### src/rtl/ysyx_22050612_ifu.sv
// Instruction fetch stage: owns the PC and fetches one word per instruction.
// Each instruction is presented downstream and the PC is reloaded from dnpc.
module ysyx_22050612_ifu #(
    parameter logic [63:0] RESET_PC = 64'h0000_0000_8000_0000,
    parameter int unsigned TIMEOUT  = 1024
) (
    input  logic        clk,
    input  logic        rst,
    input  logic [63:0] dnpc,
    output logic        mem_req_valid,
    input  logic        mem_req_ready,
    output logic [63:0] mem_req_addr,
    input  logic        mem_resp_valid,
    input  logic [31:0] mem_resp_data,
    output logic        inst_valid,
    input  logic        inst_ready,
    output logic [31:0] inst,
    output logic [63:0] pc,
    output logic        fetch_err,
    output logic [1:0]  err_code,
    output logic [63:0] fetch_cnt,
    output logic [1:0]  dbg_state
);

    // Handshakes: a transfer happens on a rising edge where valid and ready
    // are both high; valid never depends combinationally on ready, and the
    // response channel has no ready (a resp is taken only in S_WAIT).
    typedef enum logic [1:0] {
        S_REQ   = 2'd0,
        S_WAIT  = 2'd1,
        S_VALID = 2'd2,
        S_ERR   = 2'd3
    } state_t;

    state_t      state_q, state_d;
    logic [31:0] wait_cnt;
    logic        timeout_hit;
    logic        dnpc_misaligned;

    assign timeout_hit     = (TIMEOUT != 0) && (wait_cnt == TIMEOUT - 1);
    assign dnpc_misaligned = (dnpc[1:0] != 2'b00);

    always_comb begin
        state_d = state_q;
        case (state_q)
            S_REQ:   if (mem_req_ready) state_d = S_WAIT;
            S_WAIT: begin
                // A response arriving on the limit cycle still wins.
                if (mem_resp_valid)   state_d = S_VALID;
                else if (timeout_hit) state_d = S_ERR;
            end
            S_VALID: begin
                if (inst_ready) state_d = dnpc_misaligned ? S_ERR : S_REQ;
            end
            default: state_d = S_ERR;
        endcase
    end

    always_ff @(posedge clk) begin
        if (rst) begin
            state_q   <= S_REQ;
            pc        <= RESET_PC;
            inst      <= 32'd0;
            err_code  <= 2'd0;
            fetch_cnt <= 64'd0;
            wait_cnt  <= 32'd0;
        end else begin
            state_q <= state_d;
            case (state_q)
                S_REQ: if (mem_req_ready) wait_cnt <= 32'd0;
                S_WAIT: begin
                    if (mem_resp_valid)   inst     <= mem_resp_data;
                    else if (timeout_hit) err_code <= 2'd2;
                    else                  wait_cnt <= wait_cnt + 32'd1;
                end
                S_VALID: begin
                    if (inst_ready) begin
                        fetch_cnt <= fetch_cnt + 64'd1;
                        pc        <= dnpc;
                        if (dnpc_misaligned) err_code <= 2'd1;
                    end
                end
                default: ;
            endcase
        end
    end

    assign mem_req_valid = (state_q == S_REQ);
    assign mem_req_addr  = pc;
    assign inst_valid    = (state_q == S_VALID);
    assign fetch_err     = (state_q == S_ERR);
    assign dbg_state     = state_q;

endmodule
### config.mk
export PLATFORM = sky130hd
export DESIGN_NAME = ysyx_22050612_ifu
export DESIGN_NICKNAME = d
export VERILOG_FILES = /design/src/rtl/ysyx_22050612_ifu.sv
export SDC_FILE = /design/constraint.sdc
export NUM_CORES = 1
export LEC_CHECK = 0
export BUFFER_PORTS_ARGS = -buffer_cell sky130_fd_sc_hd__buf_2
export CAP_MARGIN = 15
export CORE_ASPECT_RATIO = 1.5
export CORE_MARGIN = 3
export CORE_UTILIZATION = 50
export CTS_CLUSTER_SIZE = 16
export DETAILED_ROUTE_END_ITERATION = 10
export GPL_ROUTABILITY_DRIVEN = 0
export PLACE_DENSITY_LB_ADDON = 0.3
export SYNTH_ARGS = -nofsm -noshare
export SYNTH_HDL_FRONTEND = slang
export SYNTH_SLANG_ARGS = --single-unit
export TNS_END_PERCENT = 10
### constraint.sdc
create_clock -name clk -period 2.4 [get_ports clk]
set_input_delay 0.48 -clock clk [delete_from_list [all_inputs] [get_ports clk]]
set_output_delay 0.48 -clock clk [all_outputs]
set_load 0.01 [all_outputs]
# Word-level counts from Yosys, hierarchy flattened
# Index checks and enable logic that the tools add are counted.
word_totals:
  register_bits: 196
  output_inout_bits: 231
  word_cells: 43
  in_bits: 101
op_classes:
  n_eq_ne: 11
  n_addsub: 2
  mux: 15
  reduce_logical: 9
op_table:
  columns: ["operator", "n"]
  rows:
  - ["$mux 32", 3]
  - ["$add 64x1->64 const B", 1]
  - ["$pmux 32 s2", 1]
  - ["$add 32x1->32 const B", 1]
  - ["$eq 32x10->1 const B", 1]
  - ["$mux 2", 9]
  - ["$ne 2x1->1 const B", 3]
  - ["$ne 2x2->1 const B", 3]
  - ["$pmux 2 s3", 1]
  - ["$reduce_bool 2->1", 3]
  - ["$reduce_and 5->1", 1]
  - ["$eq 2x2->1 const B", 2]
  - ["$pmux 2 s2", 1]
  - ["$reduce_and 2->1", 2]
  - ["$reduce_and 4->1", 1]
  - ["$ne 3x3->1 const B", 1]
  - ["$reduce_and 3->1", 1]
  - ["$eq 2x1->1 const B", 1]
  - ["$logic_not 2->1", 1]

# Depth between registers and ports, before layout
# Gate-level depths: netlist (run 1).
depth:
  word_depth: 4
  ltp_mapped: 7

# Least setup slack after synthesis (run 1)
# OpenSTA, ideal clock, no wires.
synth_path:
  kind: "register to register"
  from: "register fetch_cnt[0]"
  to: "register fetch_cnt[42]"
  path_stages_with_launch: 8
  synth_period_minus_slack_ps: 1962
  path_slack_ps: 438
  required_time_ps: 2330
  setup_time_ps: 70
  t_arrival_ps: 1892
  path_cell_list: "dfxtp_1 ha_1 nand4b_2 nor4_4 nand4_2 buf_2 or3_1 a21oi_1"
synth_between:
  elab_chain_len: 1
synth_rtl:
  columns: ["element", "line", "rtl"]
  rows:
  - ["start: declaration", "21", "output logic [63:0] fetch_cnt,"]
  - ["start signal: assignment", "78", "fetch_cnt <= fetch_cnt + 64'd1;"]
  - ["$add 64x1->64", "78", null]
# Every way passes these cells.
# A chain may end at the register's enable or synchronous reset.

# Worst setup path in the final report (run 1)
layout_path:
  from: "register fetch_cnt[5]"
  to: "register fetch_cnt[57]"
# The elaborated chain is that of the path after synthesis.

==> results of run 1 <==
worst reg2reg max path: stages, from the launching register on:
cell	delay, ps
dfxtp_1	410
nand3_1	300
nor4_1	590
nand4_1	160
buf_4	210
or4_1	400
a21oi_1	140
Yosys cell counts (5+ instances only):
master    instances  area share (%)
clkbuf_1         41             1.7
and2_1            5            0.35
o31ai_1           9            0.75
nor3_1           10            0.56
a31oi_1          17             1.2
nand3_1          35             2.0
xor2_1           19             1.9
dfxtp_1         196              44
nor2b_1           5            0.35
or4_1            12             1.0
nand4_1          33             2.3
nor4_1           16             1.1
and3_1           16             1.1
buf_4            65             5.4
or3_1            27             1.9
a21oi_1         143             8.0
xnor2_1          11             1.1
inv_1            13            0.54
o21ai_0          39             2.2
nor2_1           51             2.1
nand2_1         252              11
nand2b_1          7            0.49
and4_1           12             1.2
power by group:
part / total, uW / internal, uW / switching, uW
registers: 3350 / 3310 / 37.6
clock network: 2930 / 1530 / 1400
logic: 546 / 208 / 338
total: 6820 / 5040 / 1770
layer usage:
| metal | vias up | wire length, um | global-route usage (%) |
|---|---|---|---|
| li1 | 4408 | - | - |
| met1 | 4192 | 10420 | 31.02 |
| met2 | 378 | 13660 | 44.73 |
| met3 | 65 | 2222 | 7.435 |
| met4 | 0 | 1200 | 14.30 |
| met5 | - | 0 | 0 |
repair_timing:
item / 4_1_cts / 5_1_grt
resized for setup: 0 / 1
endpoints found under the hold margin: 0 / 0
setup endpoints to repair: 0 / 2
area by class of cell:
class / instances / area share [%]
Inverter: 13 / 0.4384
Multi-Input combinational cell: 789 / 38.65
Clock buffer: 18 / 3.945
Sequential cell: 196 / 35.25
Tap cell: 213 / 2.394
Timing Repair Buffer: 373 / 17.74
Clock inverter: 14 / 1.585
path summary, 6_finish.rpt:
check	from	to
worst max-delay path	fetch_cnt[5]	fetch_cnt[57]
worst min-delay path	mem_resp_data[4]	inst[4]
worst max register to register	fetch_cnt[5]	fetch_cnt[57]
worst min register to register	inst[20]	inst[20]
registers in the layout (all words and copies together), names as in the netlist:
signal        flops
fetch_cnt        64
inst             32
wait_cnt         32
err_code          2
dbg_state         2
mem_req_addr     64
through the flow:
step           instance area [um^2]  hold slack [ps]  util [%]  power [uW]  instances
3_3_place_gp                  10510            438.9     60.07        3957       1584
5_1_grt                       11130            256.0     63.63        7067       1616
3_5_place_dp                  10510            443.1     60.07        3964       1584
2_1_floorplan                  8981            439.1         -        3725       1116
6_report                      11130            270.9     63.63        6818       1616
4_1_cts                       11120            252.7     63.58        6887       1616
kinds of logic (layout without fill, tap and decap cells):
| family | Yosys count | in the layout | synth area share (%) |
|---|---|---|---|
| DFF | 196 | 196 | 43.69 |
| and+or+nand+nor | 514 | 514 | 29.05 |
| muxes | 3 | 3 | 0.3761 |
| xor gates and xnor gates | 30 | 30 | 2.926 |
| adders and majority gates | 2 | 2 | 0.2786 |
| buffers and inverters | 131 | 418 | 8.568 |
| AOI/OAI and AO/OA | 240 | 240 | 15.12 |
==> qor.yml, run 1 <==
detailed_routing:
  drtPass1Iterations: 5
  viasPerCell: 5.596
  wl_um: 27510
  drc_errors: 0
  vias: 9043
  post_drt_wl_per_cell_um: 17.02
  drtAntennaViolNets: 0
  dr.first_iter.drc_count: 487
worst_setup_path:
  cpMaxStageDelayCell: "nor4_1"
  critical_path_class: "flop to flop"
  worst-r2r-cell-count: 6
  cp.arrival_ps: 2630
  critPathLaunchType: "flop"
  crit_buf_inv: 1
  cp_num_cells: 6
  critPathMaxStageDelay_ps: 590
  path_delay_family: "simple AND/OR/NAND/NOR gates"
  critPathRequiredTime_ps: 2760
  cp-end-kind: "flop"
  reg2reg_setup_slack_ps: 130
  path_cells: "nand3_1 > nor4_1 > nand4_1 > buf_4 > or4_1 > a21oi_1"
  cp_max_fo: 12
clock_tree:
  cts_tree: "done"
  path_clk_slew_ps: 80
  clockRootBuffer: "clkbuf_16"
  cts_buffers: 17
  htree_levels: 4
  post-cts-setup-buffers: 0
  clk_path_buf_depth: 2
  clk_latency_ps: 440
  postCtsHoldBufs: 0
  clkSinkCount: 196
floorplanning:
  io_pins: 332
  core_um2: 17500
  start_util_pct: 51.33
  dieArea_um2: 19640
  rows: 59
  die_x_um: 115.4
  die_h_um: 170.1
layout:
  regArea_um2: 3924
  layout_common_cells: "buf_2, nand2_1, dfxtp_1, a21oi_1, nor2_1"
  nets: 1493
  diodes: 0
  drive_above_1_share_pct: 31.08
  multi_input_area_um2: 4303
  layout_commonest_cell: "buf_2"
  n_fill_cell: 1541
  area_growth_pct: 23.95
min_path:
  hold_path_class: "input pin to flop"
  whs_path_depth: 3
timing:
  skew_ps: 8.922
  finalSetupTns_ps: 0
  hold_viol: 0
  layout_setup_ws_ps: 134.5
  fin_crit_sh_pct: 94.39
  fmax_mhz: 441.4
  max_slew.worst_pin.slew_ps: 734.2
  relSlewSlack_pct: 50.87
  setup_violations: 0
  finalMaxSlewViolations: 0
  rsz0062_at_grt: "false"
  finalCriticalPeriod_ps: 2265
synth:
  syn_area_per_cell_um2: 8.048
  ys.flop_type: "dfxtp_1"
  syn-num-nets: 1219
  synth-seq-cells: 196
  synth_edf_count: 0
  seq_area_frac_synth_pct: 43.69
  ys_async_sr_fraction_pct: 0
  yosysWarningCount: 0
  yosysUniqueCellTypes: 66
  synth_cells: 1116
  syn-cell-area_um2: 8981
global_routing:
  overflow: 0
  grt_start_max_net_pins: 68
  antenna_found_initial: 0
  grt_pass1_vias: 8249
  grt_pass1_wl_um: 42220
  gr-usage-all-layers_pct: 26.85
placed_design:
  dp_hpwl_um: 20500
  dp_worst_setup_slack_ps: 144.0
  io_buffer_count: 331
run_status:
  status: "finished, final reports clean"
power_and_ir_drop:
  peakVddDrop_uv: 419.9
  p_per_area_nw_per_um2: 612.5
  p_leak_uw: 0.004877
run:
  drv_cap: 0
Note: power is estimated with default switching activity, not from simulation.
==> run 2: changes to the inputs <==
- GPL_TIMING_DRIVEN: not set -> 0
==> run 2 against run 1 <==
Core utilization is 3.2 points higher; final cell count up 5.1%; first-iteration DRC count is 26% higher; critical path depth is the same; highest routed layer unchanged; critical endpoint is now wait_cnt[26]; register-to-register slack worse by 30 ps; non-clock buffer count grew 81; sequential power about the same; maximum frequency decreased by 1.2%; critical path type unchanged; setup slack lost 28 ps.
==> qor.yml, run 2 (synthesis gave the netlist of run 1 again) <==
run_status:
  status: "finished, final reports clean"
detailed_routing:
  post_drt_wl_per_cell_um: 17.48  # +2.7%
  vias: 9437  # +4.4%
  wl_um: 29680  # +7.9%
  drtAntennaViolNets: 0  # unchanged
  dr.first_iter.drc_count: 615  # +26%
  drc_errors: 0  # unchanged
  viasPerCell: 5.558  # -0.68%
  drtPass1Iterations: 5  # unchanged
timing:
  layout_setup_ws_ps: 106.4  # -28.12 ps
  skew_ps: 15.83  # +6.909 ps
  finalCriticalPeriod_ps: 2294  # +28.12 ps
  finalSetupTns_ps: 0  # unchanged
  fin_crit_sh_pct: 95.57  # +1.2 points
  fmax_mhz: 436.0  # -1.2%
  finalMaxSlewViolations: 0  # unchanged
  hold_viol: 0  # unchanged
  max_slew.worst_pin.slew_ps: 714.0  # -20.27 ps
  rsz0062_at_grt: "true"
  setup_violations: 0  # unchanged
  relSlewSlack_pct: 52.40  # +1.5 points
power_and_ir_drop:
  p_leak_uw: 0.005194  # +6.5%
  peakVddDrop_uv: 461.7  # +10%
  p_per_area_nw_per_um2: 601.6  # -1.8%
  total_power_uw: 7029  # +3.1%
layout:
  layout_commonest_cell: "buf_2"
  area_growth_pct: 30.09
  nets: 1574  # +5.4%
  drive_above_1_share_pct: 33.02  # +1.9 points
  n_fill_cell: 1474  # -4.3%
  layout_common_cells: "buf_2, nand2_1, dfxtp_1, a21oi_1, buf_4"
  fin_area_um2: 11680  # +5.0%
floorplanning:
  die_x_um: 115.4  # unchanged
  core_um2: 17500  # unchanged
  start_util_pct: 51.33  # unchanged
  rows: 59  # unchanged
  dieArea_um2: 19640  # unchanged
  die_h_um: 170.1  # unchanged
  io_pins: 332  # unchanged
worst_setup_path:
  crit_top_cell: "nand3_1"
  cp-end-kind: "flop"
  critical_path_class: "flop to flop"
  critPathRequiredTime_ps: 2790  # +30 ps
  cp_max_fo: 9  # -3
  critPathMaxStageDelay_ps: 620  # +30 ps
  cp.arrival_ps: 2680  # +50 ps
  cpMaxStageDelayCell: "nor4_4"
  critPathLaunchType: "flop"
  path_cells: "ha_1 > nand4_1 > nor4_4 > nand3_1 > or4_1 > nand3_1"
global_routing:
  grt_start_max_net_pins: 20  # -71%
  grt_pass1_vias: 8508  # +3.1%
  overflow: 0  # unchanged
  grt_pass1_wl_um: 44420  # +5.2%
  antenna_found_initial: 1  # +1
  gr-usage-all-layers_pct: 28.74  # +1.9 points
min_path:
  hold_path_class: "input pin to flop"
clock_tree:
  htree_levels: 4  # unchanged
  cts_buffers: 17  # unchanged
  clk_path_buf_depth: 2  # unchanged
  postCtsHoldBufs: 0  # unchanged
  path_clk_slew_ps: 70  # about the same
  clk_latency_ps: 450  # about the same
  clkSinkCount: 196  # unchanged
  clockRootBuffer: "clkbuf_16"
  cts_tree: "done"
placed_design:
  dp_hpwl_um: 22470  # +9.6%
  dp_worst_setup_slack_ps: -234.1  # -378.1 ps
  dpl_cell_area_um2: 10900  # +3.8%
  io_buffer_count: 331  # unchanged
run:
  drv_cap: 0  # unchanged
## run 2: changes by cell type in the layout (fill, tap and decap cells not counted), sizes merged
cell	before	now
clkbuf	18	61
buf	373	410
diode	0	1
bufinv	1	3
inv	21	20
## run 2: worst max-delay path, delay by kind of cell, from the launching register on
kind,cells,cell delay [ps]
and+or+nand+nor,5,1620
adders and majority gates,1,210
DFF,1,410
## run 2: what timing repair did
item / CTS / global route
gates resized for setup: 7 / 21
endpoints found under the hold margin: 0 / 0
setup endpoints to repair: 43 / 100
buffers inserted: 1 / 5
pin swaps: 1 / 6
## run 2: path summary, 6_finish.rpt
check / to / from / slack [ps] / cells past startpoint
worst min register to register: inst[22] / inst[22] / 450 / 2
worst max-delay path: wait_cnt[26] / wait_cnt[0] / 110 / 6
worst max register to register: wait_cnt[26] / wait_cnt[0] / 110 / 6
worst min-delay path: mem_req_addr[31] / dnpc[31] / 250 / 3
## run 2: through the flow
step | hold slack, ps | utilization, % | std cells
finish | 250.4 | 66.78 | 1698
global route | 254.0 | 66.78 | 1698
CTS | 243.1 | 66.14 | 1693
detailed placement | 443.3 | 62.33 | 1660
global placement | 439.4 | 62.33 | 1660
floorplan | 439.1 | - | 1116
## run 2: layer usage
metal,up-vias,wire (um),track usage [%]
met5,-,0,0
met4,0,1398,14.30
met3,77,2317,7.222
met2,442,14770,49.22
met1,4349,11190,32.92
li1,4569,-,-
## run 2: layout make-up
class / instances / area, um^2 / area share (%)
repair buffers: 337 / 1702 / 14.56
clock inverters: 15 / 212.7 / 1.821
flip-flops and latches: 196 / 3930 / 33.64
multi-input cells: 789 / 4365 / 37.36
inverters: 13 / 48.80 / 0.4176
plain buffers: 117 / 730.7 / 6.254
clock buffers: 17 / 425.4 / 3.641
well taps: 213 / 266.5 / 2.281
diodes: 1 / 2.502 / 0.02142
## run 2: where the power goes
group	leakage [uW]	switching (uW)	total [uW]	internal [uW]
Clock	0.000313	1390	3090	1690
Sequential	0.00158	44.9	3350	3310
Combinational	0.00330	357	588	231
==> run 3: changes to the inputs <==
- SETUP_SLACK_MARGIN: not set -> 0.4
==> run 3 against run 2 <==
Combinational power grew 6.5%; largest cell class unchanged; final cell count grew 2.1%; critical path type unchanged; core utilization grew 3.1 points; non-clock buffer count grew 35; die area is the same; critical path depth grew 1; clock-buffer cell count is the same; design area grew 4.6%; register-to-register slack gained 240 ps.
==> qor.yml, run 3 (synthesis gave the netlist of run 1 again) <==
global_routing:
  grt_pass1_vias: 8649  # +1.7%
  grt_pass1_wl_um: 45170  # +1.7%
  grt_start_max_net_pins: 20  # unchanged
  antenna_found_initial: 1  # unchanged
  overflow: 0  # unchanged
  gr-usage-all-layers_pct: 29.21  # +0.47 points
worst_setup_path:
  cp_max_fo: 8  # -1
  cpMaxStageDelayCell: "dfxtp_4"
  cp-end-kind: "flop"
  critPathMaxStageDelay_ps: 370  # -250 ps
  path_cells: "buf_8 > nand3b_4 > nor4_4 > nand4_1 > buf_6 > or3_1 > a21oi_1"
  critPathRequiredTime_ps: 2770  # -20 ps
  critical_path_class: "flop to flop"
  critPathLaunchType: "flop"
  cp.arrival_ps: 2420  # -260 ps
layout:
  layout_common_cells: "buf_2, nand2_1, dfxtp_1, a21oi_1, buf_4"
  fin_area_um2: 12220  # +4.6%
  nets: 1610  # +2.3%
  layout_commonest_cell: "buf_2"
  finalNonFillerCells: 1734  # +2.1%
  area_growth_pct: 36.05
  drive_above_1_share_pct: 37.50  # +4.5 points
  post-route-util_pct: 69.84  # +3.1 points
placed_design:
  dpl_cell_area_um2: 10900  # unchanged
  dp_worst_setup_slack_ps: -234.1  # unchanged
  post-place-cells: 1660  # unchanged
  dp_hpwl_um: 22470  # unchanged
  io_buffer_count: 331  # unchanged
floorplanning:
  die_h_um: 170.1  # unchanged
  start_util_pct: 51.33  # unchanged
  rows: 59  # unchanged
  die_x_um: 115.4  # unchanged
  dieArea_um2: 19640  # unchanged
  core_um2: 17500  # unchanged
  io_pins: 332  # unchanged
timing:
  rsz0062_at_grt: "true"
  relSlewSlack_pct: 53.47  # +1.1 points
  layout_setup_ws_ps: 343.0  # +236.5 ps
  fin_crit_sh_pct: 85.71  # -9.9 points
  finalCriticalPeriod_ps: 2057  # -236.5 ps
  fmax_mhz: 486.1  # +11%
  finalMaxSlewViolations: 0  # unchanged
  skew_ps: 16.34  # +0.5097 ps
  finalSetupTns_ps: 0  # unchanged
  setup_violations: 0  # unchanged
  max_slew.worst_pin.slew_ps: 697.9  # -16.09 ps
  hold_viol: 0  # unchanged
clock_tree:
  clockRootBuffer: "clkbuf_16"
  htree_levels: 4  # unchanged
  cts_buffers: 17  # unchanged
  path_clk_slew_ps: 70  # about the same
  clk_latency_ps: 450  # about the same
  clkSinkCount: 196  # unchanged
  clk_path_buf_depth: 2  # unchanged
  cts_tree: "done"
power_and_ir_drop:
  peakVddDrop_uv: 457.5  # -0.90%
  p_leak_uw: 0.005508  # +6.0%
  p_per_area_nw_per_um2: 578.0  # -3.9%
detailed_routing:
  wl_um: 31090  # +4.8%
  viasPerCell: 5.609  # +0.92%
  post_drt_wl_per_cell_um: 17.93  # +2.6%
  drc_errors: 0  # unchanged
  drtAntennaViolNets: 0  # unchanged
  dr.first_iter.drc_count: 672  # +9.3%
  vias: 9726  # +3.1%
  drtPass1Iterations: 4  # -1
run:
  drv_cap: 0  # unchanged
min_path:
  hold_path_class: "input pin to flop"
run_status:
  status: "finished, final reports clean"
## run 3: cell types whose count changed in the layout (fill, tap and decap cells not counted), moves of 5 or more
| cell | delta |
|---|---|
| buf_4 | +30 |
| clkbuf_1 | -7 |
| clkbuf_2 | +5 |
| dfxtp_1 | -19 |
| dfxtp_2 | +14 |
| dfxtp_4 | +5 |
| nand3_1 | -5 |
| nor4_4 | +5 |
## run 3: final timing paths
check                                  start               end  slack, ps  cells past startpoint
worst min register to register      inst[22]          inst[22]        450                      2
worst max-delay path            dbg_state[1]     fetch_cnt[53]        340                      7
worst min-delay path                dnpc[31]  mem_req_addr[31]        250                      3
worst max register to register  dbg_state[1]     fetch_cnt[53]        340                      7
## run 3: stage by stage
step,hold WS (ps),power (uW)
after floorplan,439.1,3725
after global placement,439.4,4001
after detailed placement,443.3,4011
after CTS,243.1,7067
after global routing,254.0,7289
final,252.0,7063
## run 3: layout make-up
cell class | count | area, um^2
clock inverter | 15 | 212.7
clock buffer | 17 | 425.4
fill | 1402 | 5276
inverter | 13 | 48.80
buffer | 118 | 769.5
antenna | 1 | 2.502
timing repair buffer | 371 | 1964
multi-input combinational | 790 | 4563
sequential | 196 | 3966
tap | 213 | 266.5
## run 3: power breakdown
group	internal, uW	switching [uW]	total (uW)
combinational	256	370	626
sequential	3300	44.0	3350
clock	1690	1390	3090
total	5250	1810	7060
## run 3: critical path: cells and delay by family, from the launching register on
family	cells	cell delay, ps
AOI/OAI and AO/OA	1	140
DFF	1	370
and+or+nand+nor	4	1120
buffers and inverters	2	360
## run 3: per-layer routing
layer	GRT usage, %	part of all wire, %	vias up
met5	0	0	-
met2	50.13	50	486
met3	7.400	8.2	85
met4	15.07	4.6	0
li1	-	-	4653
met1	33.09	37	4502
## run 3: what timing repair did
item,CTS,global route
gates cloned,0,3
resized for setup,38,68
endpoints found under the setup margin,169,174
hold buffers,0,0
setup buffers,11,27
pin swaps,11,20
